--- src/rtl/tmds_pkg.sv ---
// Shared TMDS symbol definitions: control tokens, TERC4 table and the 8b decode.
// The transmit encoder imports this same package so both directions agree.
package tmds_pkg;

    localparam logic [9:0] CTRL_00 = 10'b1101010100;
    localparam logic [9:0] CTRL_01 = 10'b0010101011;
    localparam logic [9:0] CTRL_10 = 10'b0101010100;
    localparam logic [9:0] CTRL_11 = 10'b1010101011;

    // Index i holds the code the encoder emits for nibble i.
    localparam logic [9:0] TERC4_CODE [16] = '{
        10'b1010011100, 10'b1001100011, 10'b1011100100, 10'b1011100010,
        10'b0101110001, 10'b0100011110, 10'b0110001110, 10'b0100111100,
        10'b1011001100, 10'b0100111001, 10'b0110011100, 10'b1011000110,
        10'b1010001110, 10'b1001110001, 10'b0101100011, 10'b1011000011
    };

    typedef enum logic [1:0] {
        ST_SEARCH,
        ST_SLIP,
        ST_WAIT,
        ST_LOCKED
    } align_state_t;

    function automatic logic is_ctrl(input logic [9:0] w);
        return w inside {CTRL_00, CTRL_01, CTRL_10, CTRL_11};
    endfunction

    // Returns {c1, c0}; only meaningful when is_ctrl(w) holds.
    function automatic logic [1:0] ctrl_bits(input logic [9:0] w);
        logic [1:0] c;
        case (w)
            CTRL_00: c = 2'b00;
            CTRL_01: c = 2'b01;
            CTRL_10: c = 2'b10;
            default: c = 2'b11;
        endcase
        return c;
    endfunction

    function automatic logic is_terc4(input logic [9:0] w);
        logic hit;
        hit = 1'b0;
        for (int unsigned i = 0; i < 16; i++) begin
            if (w == TERC4_CODE[i]) hit = 1'b1;
        end
        return hit;
    endfunction

    function automatic logic [3:0] terc4_index(input logic [9:0] w);
        logic [3:0] idx;
        idx = '0;
        for (int unsigned i = 0; i < 16; i++) begin
            if (w == TERC4_CODE[i]) idx = 4'(i);
        end
        return idx;
    endfunction

    // Undo the optional inversion (bit 9), then the XOR/XNOR chain (bit 8 selects XOR).
    function automatic logic [7:0] decode8(input logic [9:0] w);
        logic [7:0] x;
        logic [7:0] d;
        x    = w[9] ? ~w[7:0] : w[7:0];
        d[0] = x[0];
        for (int unsigned i = 1; i < 8; i++) begin
            d[i] = x[i] ^ x[i-1] ^ ~w[8];
        end
        return d;
    endfunction

endpackage

--- src/rtl/tmds_word_align.sv ---
// Word-alignment FSM: counts control-token runs and pulses bitslip until the
// lane shows LOCK_TOKENS consecutive tokens; drops lock on a token drought.
module tmds_word_align #(
    parameter int unsigned LOCK_TOKENS = 8,
    parameter int unsigned TIMEOUT_W   = 16,
    parameter int unsigned SLIP_WAIT   = 4
) (
    input  logic pix_clk,
    input  logic rst_n,
    input  logic ctrl_seen,
    output logic bitslip,
    output logic aligned
);
    import tmds_pkg::*;

    localparam int unsigned TOK_W  = $clog2(LOCK_TOKENS + 1);
    localparam int unsigned WAIT_W = $clog2(SLIP_WAIT + 1);
    localparam logic [TOK_W-1:0]  TOK_LOCK  = TOK_W'(LOCK_TOKENS);
    localparam logic [WAIT_W-1:0] WAIT_LAST = WAIT_W'(SLIP_WAIT - 1);

    align_state_t         state;
    logic [TOK_W-1:0]     tok_cnt;
    logic [TOK_W-1:0]     tok_nxt;
    logic [TIMEOUT_W-1:0] timer;
    logic [TIMEOUT_W-1:0] timer_nxt;
    logic [WAIT_W-1:0]    wait_cnt;

    always_comb begin
        timer_nxt = (&timer) ? timer : timer + TIMEOUT_W'(1);
        tok_nxt   = '0;
        if (ctrl_seen) tok_nxt = (tok_cnt == TOK_LOCK) ? tok_cnt : tok_cnt + TOK_W'(1);
    end

    // Timeouts fire on the increment that reaches all-ones; lock and token arrival take priority.
    always_ff @(posedge pix_clk or negedge rst_n) begin
        if (!rst_n) begin
            state    <= ST_SEARCH;
            tok_cnt  <= '0;
            timer    <= '0;
            wait_cnt <= '0;
            bitslip  <= 1'b0;
            aligned  <= 1'b0;
        end else begin
            bitslip <= 1'b0;
            case (state)
                ST_SEARCH: begin
                    tok_cnt <= tok_nxt;
                    if (tok_nxt == TOK_LOCK) begin
                        state   <= ST_LOCKED;
                        aligned <= 1'b1;
                        timer   <= '0;
                    end else if (&timer_nxt) begin
                        state   <= ST_SLIP;
                        bitslip <= 1'b1;
                        timer   <= timer_nxt;
                    end else begin
                        timer <= timer_nxt;
                    end
                end
                ST_SLIP: begin
                    state    <= ST_WAIT;
                    timer    <= '0;
                    tok_cnt  <= '0;
                    wait_cnt <= '0;
                end
                ST_WAIT: begin
                    if (wait_cnt == WAIT_LAST) state <= ST_SEARCH;
                    else                       wait_cnt <= wait_cnt + WAIT_W'(1);
                end
                ST_LOCKED: begin
                    if (ctrl_seen) begin
                        timer <= '0;
                    end else if (&timer_nxt) begin
                        state   <= ST_SEARCH;
                        aligned <= 1'b0;
                        tok_cnt <= '0;
                        timer   <= '0;
                    end else begin
                        timer <= timer_nxt;
                    end
                end
                default: state <= ST_SEARCH;
            endcase
        end
    end

endmodule

--- src/rtl/tmds_rx_decode.sv ---
// Single-lane TMDS receive decoder: stage-1 word register, alignment FSM,
// and a registered control / TERC4 / video decode at stage 2.
module tmds_rx_decode #(
    parameter string       MODE        = "DVI",
    parameter int unsigned LOCK_TOKENS = 8,
    parameter int unsigned TIMEOUT_W   = 16,
    parameter int unsigned SLIP_WAIT   = 4
) (
    input  logic       pix_clk,
    input  logic       rst_n,
    input  logic [9:0] din,
    input  logic       island,
    output logic       bitslip,
    output logic       aligned,
    output logic [7:0] vdout,
    output logic [3:0] adout,
    output logic       c0,
    output logic       c1,
    output logic       vde,
    output logic       ade
);
    import tmds_pkg::*;

    localparam bit HDMI_EN = (MODE == "HDMI");

    logic [9:0] s1_din;
    logic       s1_island;
    logic       s1_ctrl;
    logic       vde_n;
    logic       ade_n;
    logic [7:0] vd_n;
    logic [3:0] ad_n;
    logic [1:0] c_n;

    // Island context travels with its word so both reach the decoder together.
    always_ff @(posedge pix_clk or negedge rst_n) begin
        if (!rst_n) begin
            s1_din    <= '0;
            s1_island <= 1'b0;
        end else begin
            s1_din    <= din;
            s1_island <= island;
        end
    end

    assign s1_ctrl = is_ctrl(s1_din);

    tmds_word_align #(
        .LOCK_TOKENS(LOCK_TOKENS),
        .TIMEOUT_W  (TIMEOUT_W),
        .SLIP_WAIT  (SLIP_WAIT)
    ) u_align (
        .pix_clk  (pix_clk),
        .rst_n    (rst_n),
        .ctrl_seen(s1_ctrl),
        .bitslip  (bitslip),
        .aligned  (aligned)
    );

    always_comb begin
        vde_n = 1'b1;
        ade_n = 1'b0;
        vd_n  = decode8(s1_din);
        ad_n  = adout;
        c_n   = {c1, c0};
        if (s1_ctrl) begin
            vde_n = 1'b0;
            vd_n  = vdout;
            c_n   = ctrl_bits(s1_din);
        end else if (HDMI_EN && s1_island && is_terc4(s1_din)) begin
            vde_n = 1'b0;
            ade_n = 1'b1;
            vd_n  = vdout;
            ad_n  = terc4_index(s1_din);
        end
    end

    always_ff @(posedge pix_clk or negedge rst_n) begin
        if (!rst_n) begin
            vdout <= '0;
            adout <= '0;
            c0    <= 1'b0;
            c1    <= 1'b0;
            vde   <= 1'b0;
            ade   <= 1'b0;
        end else begin
            vdout <= vd_n;
            adout <= ad_n;
            {c1, c0} <= c_n;
            vde   <= vde_n;
            ade   <= ade_n;
        end
    end

endmodule
--- config.mk ---
export PLATFORM = sky130hd
export DESIGN_NAME = tmds_rx_decode
export DESIGN_NICKNAME = d
export VERILOG_FILES = /design/src/rtl/tmds_pkg.sv /design/src/rtl/tmds_word_align.sv /design/src/rtl/tmds_rx_decode.sv
export SDC_FILE = /design/constraint.sdc
export NUM_CORES = 1
export LEC_CHECK = 0
export BUFFER_PORTS_ARGS = -buffer_cell sky130_fd_sc_hd__buf_2
export CAP_MARGIN = 10
export CORE_MARGIN = 2
export CORE_UTILIZATION = 35
export DETAILED_ROUTE_END_ITERATION = 12
export PLACE_DENSITY_LB_ADDON = 0.3
export SLEW_MARGIN = 15
export SYNTH_ARGS = -nofsm -noshare
export SYNTH_HDL_FRONTEND = slang
export SYNTH_SLANG_ARGS = --single-unit
--- constraint.sdc ---
create_clock -name pix_clk -period 3.1 [get_ports pix_clk]
set_input_delay 0.31 -clock pix_clk [delete_from_list [all_inputs] [get_ports pix_clk]]
set_output_delay 0.31 -clock pix_clk [all_outputs]
set_load 0.02 [all_outputs]
==> flow_summary.ini, run 1 <==
[worst_setup_path]
endpoint_kind = flip-flop
max_stage_delay_ns = 0.45
path_buf_inv = 2
r2r-start = u_align.timer[0]$_DFFE_PN0P_
cp_cell_sequence = ha_1 -> buf_4 -> or4_1 -> o21ai_0 -> a22oi_1 -> nor4_4 -> buf_4 -> nand4_1 -> nor2_2 -> o22ai_1
r2r_setup_slack_ns = 0.24
rr_endpoint = u_align.state[1]$_DFFE_PN0P_
required_ns = 3.27
worst_path_most_repeated_cell = buf_4
worst_path_max_delay_cell = or4_1
r2r_cells = 10
crit_family = simple AND/OR/NAND/NOR gates
path_max_fanout = 6
crit_type = reg2reg
cp-start-kind = flip-flop
cp.arrival_ns = 3.03

[floorplan]
core_um2 = 8175
die_w_um = 95.79
core.rowCount = 33
ios = 31
start_util_pct = 36.07
die_h_um = 95.79
die_area_um2 = 9176

[synth]
synth_edf_count = 0
syn_area_um2 = 2949
synth_cell_types = 62
yosysTopAreaCellShare_pct = 40.73
synth_most_common_cell = dfrtp_1
netlist_instances = 331
synth_area_leaders = dfrtp_1 (41%), nand2_1 (4.6%), a21oi_1 (3.4%), nor2_1 (3.3%), o21ai_0 (3.2%)
synth_warnings = 0
seq_area_frac_synth_pct = 40.73
avgSynthCellArea_um2 = 8.910
synth_top_area_cell = dfrtp_1
ys_top_cells_by_count = dfrtp_1 (48), nand2_1 (36), nor2_1 (26)
synthFlopType = dfrtp_1
synth-async-reset-ratio_pct = 100.0
ys_ff_latch = 48

[power_and_ir_drop]
p_leak_nw = 1.402
power.density_nw_per_um2 = 396.7
peakVddDrop_mv = 0.2881

[clocking]
cts_max_path_buffers = 2
cts_buffers = 5
cts.sinks = 48
htreeDepth = 2
cts_resized = 0
clockRootBuffer = clkbuf_8
cts_tree = built
path_clk_slew_ns = 0.09
insertion_delay_ns = 0.31

[sta]
fmax_ghz = 0.3492
fin_crit_sh_pct = 92.37
setup_viol = 0
worst_slew_pin_slew_ns = 0.8033
fin_crit_ns = 2.863
fin_skew_ns = 0.006190
hold_violations = 0
slew_headroom_pct = 46.25
maxSlewViolCount = 0
rsz0062_at_grt = false
finalSetupTns_ns = 0

[final_layout]
antenna_cells = 0
final_cell_area_um2 = 3324
fillers = 822
final_layout_size_suffix_gt1_share_pct = 18.82
syn_to_final_growth_pct = 12.73
final_nets = 373

[detailed_routing]
drcViolationCount = 0
wl_met1_um = 3234
highest-signal-layer = met4
num_vias = 2486
postRouteAntennaNets = 0
routed_wl_um = 6693
detail_route.vias_per_cell = 5.393
wl_met2_um = 3072
wire_per_inst_um = 14.52
drt-initial-drc-count = 130
firstDrtPassIters = 4
wl_met3_um = 284

[placed_design]
detailed_place.area_um2 = 3172
gp_congestion = 0.9236
hpwl_um = 4591
portBuffers = 24

[global_route]
grt.overflow.total = 0
grtUsageTotal_pct = 15.29
grt_max_degree = 49
grt_pass1_vias = 2253
grt_pass1_wl_um = 11070
antenna_found_initial = 0

[status]
outcome = finished, final reports clean

[run]
max-cap-violations = 0

[worst_hold_path]
hp-class = in2async
==> per-stage QoR <==
step	setup WS [ns]	power [mW]	util, %	cells	hold WS, ns
3_5_place_dp	0.2863	0.7803	38.80	452	0.4196
2_1_floorplan	0.6308	0.7414	-	335	0.01441
5_1_grt	0.06117	1.380	40.66	461	0.06373
6_report	0.2365	1.319	40.66	461	0.007900
3_3_place_gp	0.2854	0.7784	38.80	452	0.4198
4_1_cts	0.2622	1.341	40.48	460	0.09294
==> state kept, by name, summed over array words and instances, names as in the netlist <==
| register | flops |
|---|---|
| u_align.timer | 16 |
| s1_din | 10 |
| vdout | 8 |
| u_align.tok_cnt | 4 |
| u_align.wait_cnt | 3 |
| u_align.state | 2 |
| c0 | 1 |
| c1 | 1 |
| u_align.aligned | 1 |
| u_align.bitslip | 1 |
| vde | 1 |
==> routing by layer <==
layer,GRT usage (%),up-vias
met2,24.94,59
li1,-,1234
met3,2.428,9
met1,21.16,1184
met4,3.929,0
met5,0,-
==> layout make-up <==
type / count / area (µm²) / share of cell area, %
sequential: 48 / 1201 / 36.13
inverter: 17 / 63.81 / 1.919
clock inverter: 3 / 68.82 / 2.070
multi-input combinational: 246 / 1570 / 47.23
clock buffer: 5 / 68.82 / 2.070
timing repair buffer: 37 / 220.2 / 6.624
tap: 105 / 131.4 / 3.952
==> cell usage in the layout, fill, tap and decap left out, drive strengths merged, types with 2 or more instances in the layout <==
cell type and instances:
ha 5, nor2 27, a31o 2, nand2 36, and3 4, o21ai 28
nor4 6, o2111ai 2, o31ai 2, clkbuf 5, dfrtp 48, and4 4
nor2b 3, a211oi 4, a31oi 3, a21oi 20, nor4b 2, o32ai 2
nand2b 2, buf 37, xnor2 5, o211ai 5, bufinv 2, o31a 3
inv 17, nand4 10, mux2i 3, xor2 10, conb 5, nor3 9
o21bai 2, o22ai 3, nand3 15, and2 2, a22oi 10
==> worst max path at each step <==
stage / end / from / cells after the start / slack [ns]
floorplan: u_align.timer[12]$_DFFE_PN0P_ / u_align.timer[1]$_DFFE_PN0P_ / 11 / 0.63
global placement: u_align.timer[0]$_DFFE_PN0P_ / u_align.timer[0]$_DFFE_PN0P_ / 9 / 0.29
detailed placement: u_align.timer[0]$_DFFE_PN0P_ / u_align.timer[0]$_DFFE_PN0P_ / 9 / 0.29
CTS: u_align.timer[9]$_DFFE_PN0P_ / u_align.timer[0]$_DFFE_PN0P_ / 9 / 0.26
global route: u_align.timer[8]$_DFFE_PN0P_ / u_align.timer[1]$_DFFE_PN0P_ / 9 / 0.06
finish: u_align.state[1]$_DFFE_PN0P_ / u_align.timer[0]$_DFFE_PN0P_ / 10 / 0.24
==> report_power, final <==
group          internal (mW)  total (mW)  switching, mW
clock network          0.325       0.554          0.229
logic                 0.0356      0.0980         0.0624
registers              0.650       0.667         0.0165
total                   1.01        1.32          0.308
==> repair_timing <==
item	CTS	global route
hold buffers	0	0
endpoints found under the setup margin	0	5
buffers inserted	0	0
==> kinds of logic (layout without fill, tap and decap cells) <==
| kind of cell | Yosys count | in the layout | synth area share (%) |
|---|---|---|---|
| AO/OA/AOI/OAI | 90 | 91 | 20.83 |
| adder cells (fa/ha/maj) | 5 | 5 | 2.121 |
| XOR/XNOR | 15 | 15 | 4.455 |
| flip-flops | 48 | 48 | 40.73 |
| other | 1 | 5 | 0.1272 |
| multiplexers | 3 | 3 | 1.018 |
| AND/OR/NAND/NOR | 127 | 127 | 23.59 |
| buffers and inverters | 42 | 62 | 7.127 |
Note: power is estimated with default switching activity, not from simulation.
==> run 2, diff against run 1 <==
--- a/config.mk
+++ b/config.mk
@@ -10,6 +10,7 @@
 export CORE_MARGIN = 2
 export CORE_UTILIZATION = 35
 export DETAILED_ROUTE_END_ITERATION = 12
+export MAX_ROUTING_LAYER = met4
 export PLACE_DENSITY_LB_ADDON = 0.3
 export SLEW_MARGIN = 15
 export SYNTH_ARGS = -nofsm -noshare
==> flow_summary.ini, run 2 (synthesis results as in run 1) <==
[floorplan]
ios = 31
die_w_um = 95.79
die_h_um = 95.79
die_area_um2 = 9176
core_um2 = 8175
core.rowCount = 33
start_util_pct = 36.07

[power_and_ir_drop]
p_switching_uw = 310.7
seqPwrFrac_pct = 53.8
power.internal_uw = 929.4
p_comb_share_pct = 7.9
switching_share_pct = 25.05
power.density_nw_per_um2 = 376.1
pwr-share-clk_pct = 38.3
power.total_mw = 1.240
p_leak_nw = 1.390
peakVddDrop_mv = 0.2717

[final_layout]
final_cell_area_um2 = 3297
post-route-util_pct = 40.33
stdcell_count = 461
reg_top3 = u_align.timer x16, s1_din x10, vdout x8
syn_to_final_growth_pct = 11.79
final_layout_size_suffix_gt1_share_pct = 18.82
largest_reg_flops = 16
fillers = 826
antenna_cells = 0
max_flop_register = u_align.timer
final_nets = 373
mostFrequentLayoutCell = dfrtp_1
final_cell_mix = dfrtp_1 (48), nand2_1 (36), nor2_1 (26)

[worst_hold_path]
hp-class = in2async

[clocking]
cts_tree = built
cts_buffers = 5
clockRootBuffer = clkbuf_8
cts_resized = 0
cts_max_path_buffers = 2
post_cts_buffers = 0
cts.sinks = 48
htreeDepth = 2
holdBufCountCts = 0
insertion_delay_ns = 0.31
path_clk_slew_ns = 0.10

[global_route]
grtUsageTotal_pct = 15.84
grt_pass1_wl_um = 11120
grt_max_degree = 49
grt_pass1_vias = 2264
antenna_found_initial = 0
grt.overflow.total = 0

[placed_design]
portBuffers = 24
dp_cells = 453
gp_congestion = 0.9589
detailed_place.area_um2 = 3179
hpwl_um = 4595

[worst_setup_path]
cp.arrival_ns = 3.00
cp-start-kind = flip-flop
required_ns = 3.28
endpoint_kind = flip-flop
path_max_fanout = 20
crit_type = reg2reg

[detailed_routing]
wire_per_inst_um = 14.03
postRouteAntennaNets = 0
routed_wl_um = 6470
num_vias = 2435
detail_route.vias_per_cell = 5.282
wl_met1_um = 3343
firstDrtPassIters = 4
drt-initial-drc-count = 103
wl_met2_um = 2898
drcViolationCount = 0
wl_met3_um = 166
highest-signal-layer = met4

[sta]
hold_violations = 3
fin_skew_ns = 0.008563
fin_crit_ns = 2.819
maxSlewViolCount = 0
rsz0062_at_grt = false
fin_crit_sh_pct = 90.93
setup_viol = 0
hold_ws_ns = -0.002657
slew_headroom_pct = 49.25
finalSetupTns_ns = 0
fmax_ghz = 0.3547
worst_slew_pin_slew_ns = 0.7584

[status]
outcome = finished, violations left
violations = hold timing

[run]
max-cap-violations = 0
## run 2: cell count changes in the layout (fill, tap and decap cells not counted), sizes merged
| cell | change |
|---|---|
| clkinvlp | +1 |
| buf | +1 |
| bufinv | -1 |
| a31oi | -1 |
## run 2: final cells by class
type,count,area [µm²],share of cell area (%)
Clock buffer,5,68.82,2.087
Clock inverter,3,46.29,1.404
Inverter,17,63.81,1.935
Multi-Input combinational cell,245,1558,47.25
Sequential cell,48,1201,36.43
Tap cell,105,131.4,3.985
Timing Repair Buffer,38,227.7,6.907
## run 2: per-layer routing
metal,global-route usage [%],vias to the layer above
li1,-,1235
met1,22.06,1160
met2,24.30,35
met3,2.349,5
met4,3.929,0
met5,-,-
## run 2: per-stage QoR
step	worst slack, ns	hold WS [ns]
finish	0.2811	-0.002657
CTS	0.2834	0.09642
floorplan	0.6308	0.01441
global placement	0.3172	0.4200
global route	0.002782	0.07000
detailed placement	0.3159	0.4198
## run 2: power groups by stage
stage / combinational, mW / sequential [mW] / clock (mW)
finish: 0.0976 / 0.667 / 0.475
global route: 0.109 / 0.672 / 0.515
CTS: 0.100 / 0.668 / 0.493
detailed placement: 0.0997 / 0.680 / 0
global placement: 0.0991 / 0.680 / 0
floorplan: 0.0407 / 0.701 / 0
## run 2: worst max-delay path: stages (launching register included)
cell,delay [ns]
dfrtp_1,0.39
ha_1,0.25
buf_4,0.17
or4_1,0.45
o21ai_0,0.12
a22oi_1,0.19
nor4_4,0.35
a31oi_4,0.28
nor2_1,0.34
o211ai_1,0.15
## run 2: path summary, 6_finish.rpt
kind,endpoint,depth (start not counted),startpoint,slack [ns]
min reg2reg,c0$_DFFE_PN0P_,2,c0$_DFFE_PN0P_,0.51
max reg2reg,u_align.timer[15]$_DFFE_PN0P_,9,u_align.timer[0]$_DFFE_PN0P_,0.28
max,u_align.timer[15]$_DFFE_PN0P_,9,u_align.timer[0]$_DFFE_PN0P_,0.28
max in group asynchronous,u_align.tok_cnt[3]$_DFFE_PN0P_,1,rst_n,2.67
min,u_align.timer[9]$_DFFE_PN0P_,1,rst_n,-0.003
min in group pix_clk,s1_din[8]$_DFF_PN0_,1,din[8],0.10
